[src/rtl/camera_pkg.sv]
// camera_pkg
//   Shared camera constants and the capture FSM state encoding.
//   FRAME_W/FRAME_H : sensor geometry (VGA)
//   FRAME_PIXELS    : pixels per frame
//   PIX_ADDR_W      : width of a linear pixel address
//   capture_state_t : IDLE / ARMED / CAPTURE / DONE
package camera_pkg;

  localparam int FRAME_W      = 640;
  localparam int FRAME_H      = 480;
  localparam int FRAME_PIXELS = FRAME_W * FRAME_H;
  localparam int PIX_ADDR_W   = 19;

  typedef enum logic [1:0] {
    ST_IDLE    = 2'd0,
    ST_ARMED   = 2'd1,
    ST_CAPTURE = 2'd2,
    ST_DONE    = 2'd3
  } capture_state_t;

endpackage

[src/rtl/frame_capture_ctrl.sv]
// frame_capture_ctrl
//   Captures whole camera frames into a frame buffer. Capture only ever begins
//   at pixel address 0. From there, every valid pixel must arrive in address
//   order. A pixel that arrives out of order is dropped, the sticky error flag
//   is set, and the block waits for the next frame start.
//
// Ports
//   clk, reset          : single clock, synchronous active-high reset
//   start, stop         : one-cycle control requests
//   continuous          : free-run (1) or single frame (0), sampled with start
//   pixelValid          : qualifies the pixel inputs
//   pixelAddress        : linear address of the pixel
//   pixelData           : pixel value
//   wrEn/wrAddr/wrData  : registered frame-buffer write port, 1-cycle latency
//   busy                : ARMED or CAPTURE
//   done                : DONE
//   frameError          : sticky out-of-order pixel flag
//   frameCount          : completed frames, wraps at 16 bits
//   state_dbg           : registered FSM state
//
// Handshake: the camera side has no back-pressure. A pixel is consumed in any
// cycle where pixelValid=1. Each accepted pixel produces exactly one wrEn
// pulse in the next cycle, and the frame buffer must take it unconditionally.
module frame_capture_ctrl
  import camera_pkg::*;
#(
  parameter int FRAME_PIXELS = camera_pkg::FRAME_PIXELS,
  parameter int ADDR_W       = camera_pkg::PIX_ADDR_W
) (
  input  logic                 clk,
  input  logic                 reset,
  input  logic                 start,
  input  logic                 stop,
  input  logic                 continuous,
  input  logic                 pixelValid,
  input  logic [ADDR_W-1:0]    pixelAddress,
  input  logic [15:0]          pixelData,
  output logic                 wrEn,
  output logic [ADDR_W-1:0]    wrAddr,
  output logic [15:0]          wrData,
  output logic                 busy,
  output logic                 done,
  output logic                 frameError,
  output logic [15:0]          frameCount,
  output capture_state_t       state_dbg
);

  localparam logic [ADDR_W-1:0] LAST_ADDR = ADDR_W'(FRAME_PIXELS - 1);

  capture_state_t      state_q, state_d;
  logic                mode_q, mode_d;
  logic [ADDR_W-1:0]   exp_q, exp_d;
  logic                wr_en_q, wr_en_d;
  logic [ADDR_W-1:0]   wr_addr_q, wr_addr_d;
  logic [15:0]         wr_data_q, wr_data_d;
  logic                err_q, err_d;
  logic [15:0]         count_q, count_d;

  // Working signals for the write decision in the current cycle.
  logic accept;
  logic mode_eff;

  always_comb begin
    state_d   = state_q;
    mode_d    = mode_q;
    exp_d     = exp_q;
    wr_en_d   = 1'b0;
    wr_addr_d = wr_addr_q;
    wr_data_d = wr_data_q;
    err_d     = err_q;
    count_d   = count_q;
    accept    = 1'b0;
    mode_eff  = mode_q;

    case (state_q)
      ST_IDLE, ST_DONE: begin
        // A start that arrives together with stop is treated as a
        // contradictory request and is dropped.
        if (start && !stop) begin
          state_d = ST_ARMED;
          mode_d  = continuous;
          err_d   = 1'b0;
          exp_d   = '0;
        end
      end
      ST_ARMED: begin
        if (stop) begin
          state_d = ST_IDLE;
        end else if (pixelValid && (pixelAddress == '0)) begin
          accept = 1'b1;
        end
      end
      ST_CAPTURE: begin
        // Graceful stop: free-run ends after the current frame. mode_eff lets
        // a stop that coincides with the last pixel take effect immediately.
        if (stop) begin
          mode_d   = 1'b0;
          mode_eff = 1'b0;
        end
        if (pixelValid) begin
          if (pixelAddress == exp_q) begin
            accept = 1'b1;
          end else begin
            err_d   = 1'b1;
            state_d = ST_ARMED;
            exp_d   = '0;
          end
        end
      end
      default: state_d = ST_IDLE;
    endcase

    if (accept) begin
      wr_en_d   = 1'b1;
      wr_addr_d = pixelAddress;
      wr_data_d = pixelData;
      if (pixelAddress == LAST_ADDR) begin
        count_d = count_q + 16'd1;
        exp_d   = '0;
        state_d = mode_eff ? ST_CAPTURE : ST_DONE;
      end else begin
        exp_d   = pixelAddress + 1'b1;
        state_d = ST_CAPTURE;
      end
    end
  end

  always_ff @(posedge clk) begin
    if (reset) begin
      state_q   <= ST_IDLE;
      mode_q    <= 1'b0;
      exp_q     <= '0;
      wr_en_q   <= 1'b0;
      wr_addr_q <= '0;
      wr_data_q <= '0;
      err_q     <= 1'b0;
      count_q   <= '0;
    end else begin
      state_q   <= state_d;
      mode_q    <= mode_d;
      exp_q     <= exp_d;
      wr_en_q   <= wr_en_d;
      wr_addr_q <= wr_addr_d;
      wr_data_q <= wr_data_d;
      err_q     <= err_d;
      count_q   <= count_d;
    end
  end

  assign wrEn       = wr_en_q;
  assign wrAddr     = wr_addr_q;
  assign wrData     = wr_data_q;
  assign busy       = (state_q == ST_ARMED) || (state_q == ST_CAPTURE);
  assign done       = (state_q == ST_DONE);
  assign frameError = err_q;
  assign frameCount = count_q;
  assign state_dbg  = state_q;

endmodule

[config.mk]
export PLATFORM = sky130hd
export DESIGN_NAME = frame_capture_ctrl
export DESIGN_NICKNAME = d
export VERILOG_FILES = /design/src/rtl/camera_pkg.sv /design/src/rtl/frame_capture_ctrl.sv
export SDC_FILE = /design/constraint.sdc
export NUM_CORES = 1
export LEC_CHECK = 0
export ABC_AREA = 1
export CAP_MARGIN = 40
export CORE_MARGIN = 1
export CORE_UTILIZATION = 35
export CTS_BUF_LIST = sky130_fd_sc_hd__clkbuf_4
export CTS_CLUSTER_DIAMETER = 30
export DETAILED_ROUTE_END_ITERATION = 7
export SYNTH_ARGS = -nofsm -noshare
export SYNTH_HDL_FRONTEND = slang
export SYNTH_SLANG_ARGS = --single-unit
[constraint.sdc]
create_clock -name clk -period 4 [get_ports clk]
set_clock_uncertainty 0.05 [all_clocks]
set_input_delay 1.2 -clock clk [delete_from_list [all_inputs] [get_ports clk]]
set_output_delay 1.2 -clock clk [all_outputs]
set_load 0.02 [all_outputs]
==> results of run 1 <==
==> per-layer routing <==
layer / GRT usage (%) / vias to the layer above
met2: 38.5 / 152
met1: 27.3 / 2104
met5: 0 / -
met4: 10.1 / 0
met3: 6.59 / 37
li1: - / 2336
==> critical path: stages <==
cell,delay (ns)
clkdlybuf4s50_1,0.64
inv_2,0.15
nand2_2,0.11
nand2_1,0.05
nor2_1,0.09
nand2_1,0.07
nor2_1,0.17
nand4_1,0.20
nand2_1,0.18
nand2_4,0.14
nor2_4,0.24
nand2_1,0.12
o21ai_0,0.15
and2_1,0.14
==> final timing paths <==
kind	from	end	slack, ns	cells after the start
min	exp_q[3]$_SDFFE_PP0P_	exp_q[3]$_SDFFE_PP0P_	0.43	2
min reg2reg	exp_q[3]$_SDFFE_PP0P_	exp_q[3]$_SDFFE_PP0P_	0.43	2
max	pixelAddress[11]	frameCount[9]$_SDFFE_PP0P_	0.69	14
max reg2reg	state_dbg[1]$_SDFFE_PP0P_	frameCount[9]$_SDFFE_PP0P_	1.45	12
==> cell families (layout without fill, tap and decap cells) <==
logic type	after synthesis	in the layout	synth area share, %
AOI/OAI and AO/OA	102	102	12.3
xor gates and xnor gates	17	17	3.54
adders and majority gates	6	6	1.78
DFF	75	75	35.7
buffers and inverters	91	204	8.86
and+or+nand+nor	362	362	37.8
==> cell type report <==
class	instances	share of cell area, %
Multi-Input combinational cell	487	41.9
Sequential cell	75	27.0
Timing Repair Buffer	121	21.1
Clock inverter	4	0.809
Tap cell	143	3.21
Inverter	70	4.74
Clock buffer	9	1.21
==> report_power, final <==
| part | internal, mW | switching [mW] |
|---|---|---|
| clock | 0.176 | 0.274 |
| sequential | 0.758 | 0.00946 |
| combinational | 0.106 | 0.159 |
| total | 1.04 | 0.443 |
==> sequential cells by signal (all words and copies together) (netlist names) <==
register	flops
exp_q	19
frameCount	16
frameError	1
mode_q	1
state_dbg	2
wrAddr	19
wrData	16
wrEn	1
==> Yosys cell counts (all sizes together), types with 9 or more instances <==
cell type / instances / area (um^2)
o21ai: 49 / 245
buf: 12 / 75.1
inv: 69 / 259
nand3: 31 / 170
xor2: 10 / 87.6
clkbuf: 9 / 33.8
dfxtp: 75 / 1500
nand2: 162 / 621
a21oi: 50 / 254
nor2: 109 / 424
nand4: 29 / 181
nor3: 16 / 90.1
==> results.cfg, run 1 <==
[status]
status = finished, violations left
violations = DRC

[sta]
slew_headroom_pct = 58.3
setup_ws_ns = 0.690
fin_setup_tns_ns = 0
tightestPinTransition_ns = 0.619
max_freq_ghz = 0.302
period_needed_ns = 3.31
fin_crit_sh_pct = 82.8
rsz0062_at_grt = false
hold_viol = 0
setup_viol = 0
whs_ns = 0.431
maxSlewViolCount = 0

[synth]
yosys_warnings = 0
synthArstFlopShare_pct = 0
synth_edf_count = 0
netlist_area_mm2 = 0.00421
ys_seq_area_share_pct = 35.7
syn_area_per_cell_um2 = 6.44
yosys_register_bits = 75
synth_fp_nets = 700
synth_flop_cell = dfxtp_1
syn_inst = 653
ys_types = 35

[floorplan]
dieArea_mm2 = 0.0125
io_pins = 98
rows = 39
core-area_mm2 = 0.0116
start_util_pct = 36.4
die_y_um = 112
die_width_um = 112

[route]
route.met2.wl_mm = 6.38
drt_iter0_drc = 229
vias = 4629
routed.top_layer = met4
viasPerCell = 5.09
m1WireLength_mm = 6.29
met3_length_um = 765
firstDrtPassIters = 8
routedWlPerCell_um = 15.3
antenna_left = 0
drc = 4
wl_mm = 13.9

[layout]
fillers = 1217
design_area_mm2 = 0.00557
final_core_utilization_pct = 48.1
multi_input_area_mm2 = 0.00233
syn2layout_area_growth_pct = 32.3
fin_cells = 909
layout_common_cells = nand2_1 (159), nor2_1 (105), clkdlybuf4s50_1 (97)
nets = 811
final_common_cell = nand2_1
layout-drive-gt1-share_pct = 7.70
regArea_mm2 = 0.00150
antenna_cells = 0

[clock_tree]
post_cts_buffers = 0
cts.sinks = 75
cts_buffer_depth = 2
worstSkewPairLatency_ns = 0.45
cts.repair.resized = 0
htree_levels = 3
clk_pin_slew_worst_paths_ns = 0.12
cts_hold_buf = 0
root_buffer = clkbuf_4
cts_buffers = 9
cts_tree = yes

[placement]
placed_area_mm2 = 0.00545
dp.final_hpwl_mm = 10.7
io_buffer_count = 97
dp_slack_ns = 0.270
place_inst = 896
globalplace.congestion = 0.992

[worst_setup_path]
crit_arrival_ns = 3.65
critPathRequiredTime_ns = 4.34
crit_path_end_kind = register
startpoint_type = input pin
crit_type = input pin to register
cp_max_fo = 11

[global_route]
grt_max_degree = 46
grt_overflow = 0
antenna_found_initial = 0
grt_pass1_vias = 4498
grt_pass1_wl_mm = 22.4
grt_use_total_pct = 23.0

[power_and_ir_drop]
p_leak_nw = 2.28
powerDensity_mw_per_mm2 = 267
ir_drop_uv = 164
power.total_mw = 1.48

[min_path]
min_path_type = register to register

[job]
drv_cap = 0
Note: power is estimated with default switching activity, not from simulation.
==> run 2: changes to the inputs <==
==> constraint.sdc (replaced) <==
create_clock -name clk -period 3 [get_ports clk]
set_clock_uncertainty 0.05 [all_clocks]
set_input_delay 0.9 -clock clk [delete_from_list [all_inputs] [get_ports clk]]
set_output_delay 0.9 -clock clk [all_outputs]
set_load 0.02 [all_outputs]
==> run 2 against run 1 <==
Compared with the run above:
- the run still ends with DRC left
- setup slack lost 0.52 ns
- critical path depth shrank 1
- total power grew 46%
- die area is the same
==> results.cfg, run 2 (synthesized netlist as in run 1, its figures left out) <==
[floorplan]
die_width_um = 112
core-area_mm2 = 0.0116
rows = 39
die_y_um = 112
start_util_pct = 36.4
dieArea_mm2 = 0.0125
io_pins = 98

[route]
met3_length_mm = 1.10
routed.top_layer = met4
vias = 5002
m1WireLength_mm = 6.42
route.met2.wl_mm = 6.77
wl_mm = 14.8
drt_iter0_drc = 284
viasPerCell = 5.06
firstDrtPassIters = 7
antenna_left = 0
routedWlPerCell_um = 15.0
drc = 5

[global_route]
grt_use_total_pct = 24.9
grt_pass1_vias = 4864
grt_pass1_wl_mm = 24.2
grt_max_degree = 37
grt_overflow = 0
antenna_found_initial = 0

[clock_tree]
clk_pin_slew_worst_paths_ns = 0.12
root_buffer = clkbuf_4
post_cts_buffers = 0
cts.sinks = 75
htree_levels = 3
worstSkewPairLatency_ns = 0.47
cts_tree = yes
cts_buffer_depth = 2
cts_hold_buf = 0
cts_buffers = 9

[min_path]
whs_path_depth = 2
min_path_type = register to register
min_to = exp_q[3]$_SDFFE_PP0P_
hold_start = exp_q[3]$_SDFFE_PP0P_

[sta]
fin_crit_sh_pct = 94.5
max_freq_ghz = 0.353
period_needed_ns = 2.83
setup_viol = 0
setup_ws_ns = 0.166
rsz0062_at_grt = false
hold_viol = 0
whs_ns = 0.423
maxSlewViolCount = 0
slew_headroom_pct = 57.9
tightestPinTransition_ns = 0.625

[power_and_ir_drop]
p_leak_nw = 2.67
clkPwrFrac_pct = 33.8
ir_drop_uv = 287
p_seq_share_pct = 47.2
netSwitchingPower_mw = 0.622
pwr-share-comb_pct = 19.0
powerDensity_mw_per_mm2 = 351
switching_share_pct = 28.6
internal-power_mw = 1.55

[worst_setup_path]
critPathRequiredTime_ns = 3.36
crit_type = input pin to register
r2r_slack_ns = 0.65
path_cells = clkdlybuf4s50_1 > ha_1 > nand3_1 > nor2_2 > nand3_2 > nor2_2 > nand2_1 > nor3_2 > inv_2 > nor2_4 > nand2_1 > o21ai_0 > and2_1
critPathMaxStageDelay_ns = 0.53
crit_path_end_kind = register
cp_max_fo = 11
crit_slowest_cell = clkdlybuf4s50_1
r2r-end = frameCount[9]$_SDFFE_PP0P_
r2r-start = state_dbg[1]$_SDFFE_PP0P_
r2r_cells = 12
crit_arrival_ns = 3.19
startpoint_type = input pin

[placement]
dp_slack_ns = -0.274
placed_area_mm2 = 0.00603
globalplace.congestion = 1.01
dp.final_hpwl_mm = 11.4
io_buffer_count = 97
place_inst = 973

[layout]
design_area_mm2 = 0.00619
nets = 888
fillers = 1151
fin_cells = 988
antenna_cells = 0
regArea_mm2 = 0.00150
layout_common_cells = nand2_1 (159), nor2_1 (105), buf_4 (99)
multi_input_area_mm2 = 0.00233
layout-drive-gt1-share_pct = 16.6
final_core_utilization_pct = 53.5
syn2layout_area_growth_pct = 47.1
final_common_cell = nand2_1

[job]
drv_cap = 0

[status]
violations = DRC
status = finished, violations left
==> run 2: cell types whose count changed in the layout (fill, tap and decap cells not counted) <==
cell and delta:
buf_4 +77, clkinv_1 -2, dlygate4sd2_1 +1, clkinv_4 +1
clkbuf_4 +2, bufinv_16 +1, clkdlybuf4s50_1 -1
==> run 2: worst max path at each step <==
| stage | startpoint | slack [ns] | to | cells past startpoint |
|---|---|---|---|---|
| after floorplan | pixelAddress[0] | 0.54 | frameCount[6]$_SDFFE_PP0P_ | 13 |
| after global placement | pixelAddress[1] | -0.21 | frameCount[7]$_SDFFE_PP0P_ | 13 |
| after detailed placement | pixelAddress[1] | -0.27 | frameCount[9]$_SDFFE_PP0P_ | 13 |
| after CTS | state_dbg[0]$_SDFFE_PP0P_ | 0.20 | busy | 4 |
| after global routing | pixelAddress[1] | 0.008 | frameCount[9]$_SDFFE_PP0P_ | 13 |
| final | pixelAddress[1] | 0.17 | frameCount[9]$_SDFFE_PP0P_ | 13 |
==> run 2: power groups by stage <==
stage	clock network [mW]	logic, mW	registers [mW]
floorplan	0	0.191	1.05
global placement	0	0.407	1.05
detailed placement	0	0.409	1.05
CTS	0.759	0.410	1.03
global route	0.810	0.456	1.03
finish	0.735	0.412	1.03
==> run 2: repair_timing <==
action                     4_1_cts  5_1_grt
pin swaps                        0        1
resized for setup                1        0
setup endpoints to repair        1        1
==> run 2: layout make-up <==
type                    instances  share of cell area [%]
multi-input cells             487                    37.7
repair buffers                198                    28.3
flip-flops and latches         75                    24.3
inverters                      70                    4.27
well taps                     143                    2.89
clock buffers                  11                    1.33
clock inverters                 4                    1.23
==> run 2: critical path: cells and delay by family <==
kind | cells | cell delay, ns
AO/OA/AOI/OAI | 1 | 0.16
adder cells (fa/ha/maj) | 1 | 0.19
buffers and inverters | 2 | 0.62
AND/OR/NAND/NOR | 9 | 1.30
==> run 2: through the flow <==
stage,power (mW),setup TNS [ns]
after floorplan,1.24,0
after global placement,1.45,-6.27
after detailed placement,1.46,-7.70
after CTS,2.19,0
after global routing,2.29,0
final,2.17,0
==> run 2: metal layers <==
metal / GRT usage (%) / up-vias
met5: 0 / -
met4: 11.1 / 0
met3: 7.13 / 40
met2: 40.6 / 180
met1: 30.3 / 2278
li1: - / 2504
==> run 3: changes to the inputs <==
--- a/config.mk
+++ b/config.mk
@@ -12,6 +12,7 @@
 export CTS_BUF_LIST = sky130_fd_sc_hd__clkbuf_4
 export CTS_CLUSTER_DIAMETER = 30
 export DETAILED_ROUTE_END_ITERATION = 7
+export HOLD_SLACK_MARGIN = 0.12
 export SYNTH_ARGS = -nofsm -noshare
 export SYNTH_HDL_FRONTEND = slang
 export SYNTH_SLANG_ARGS = --single-unit
==> results of run 3 <==
Same layout as run 2: the final DEF is identical, and so are final timing and power.
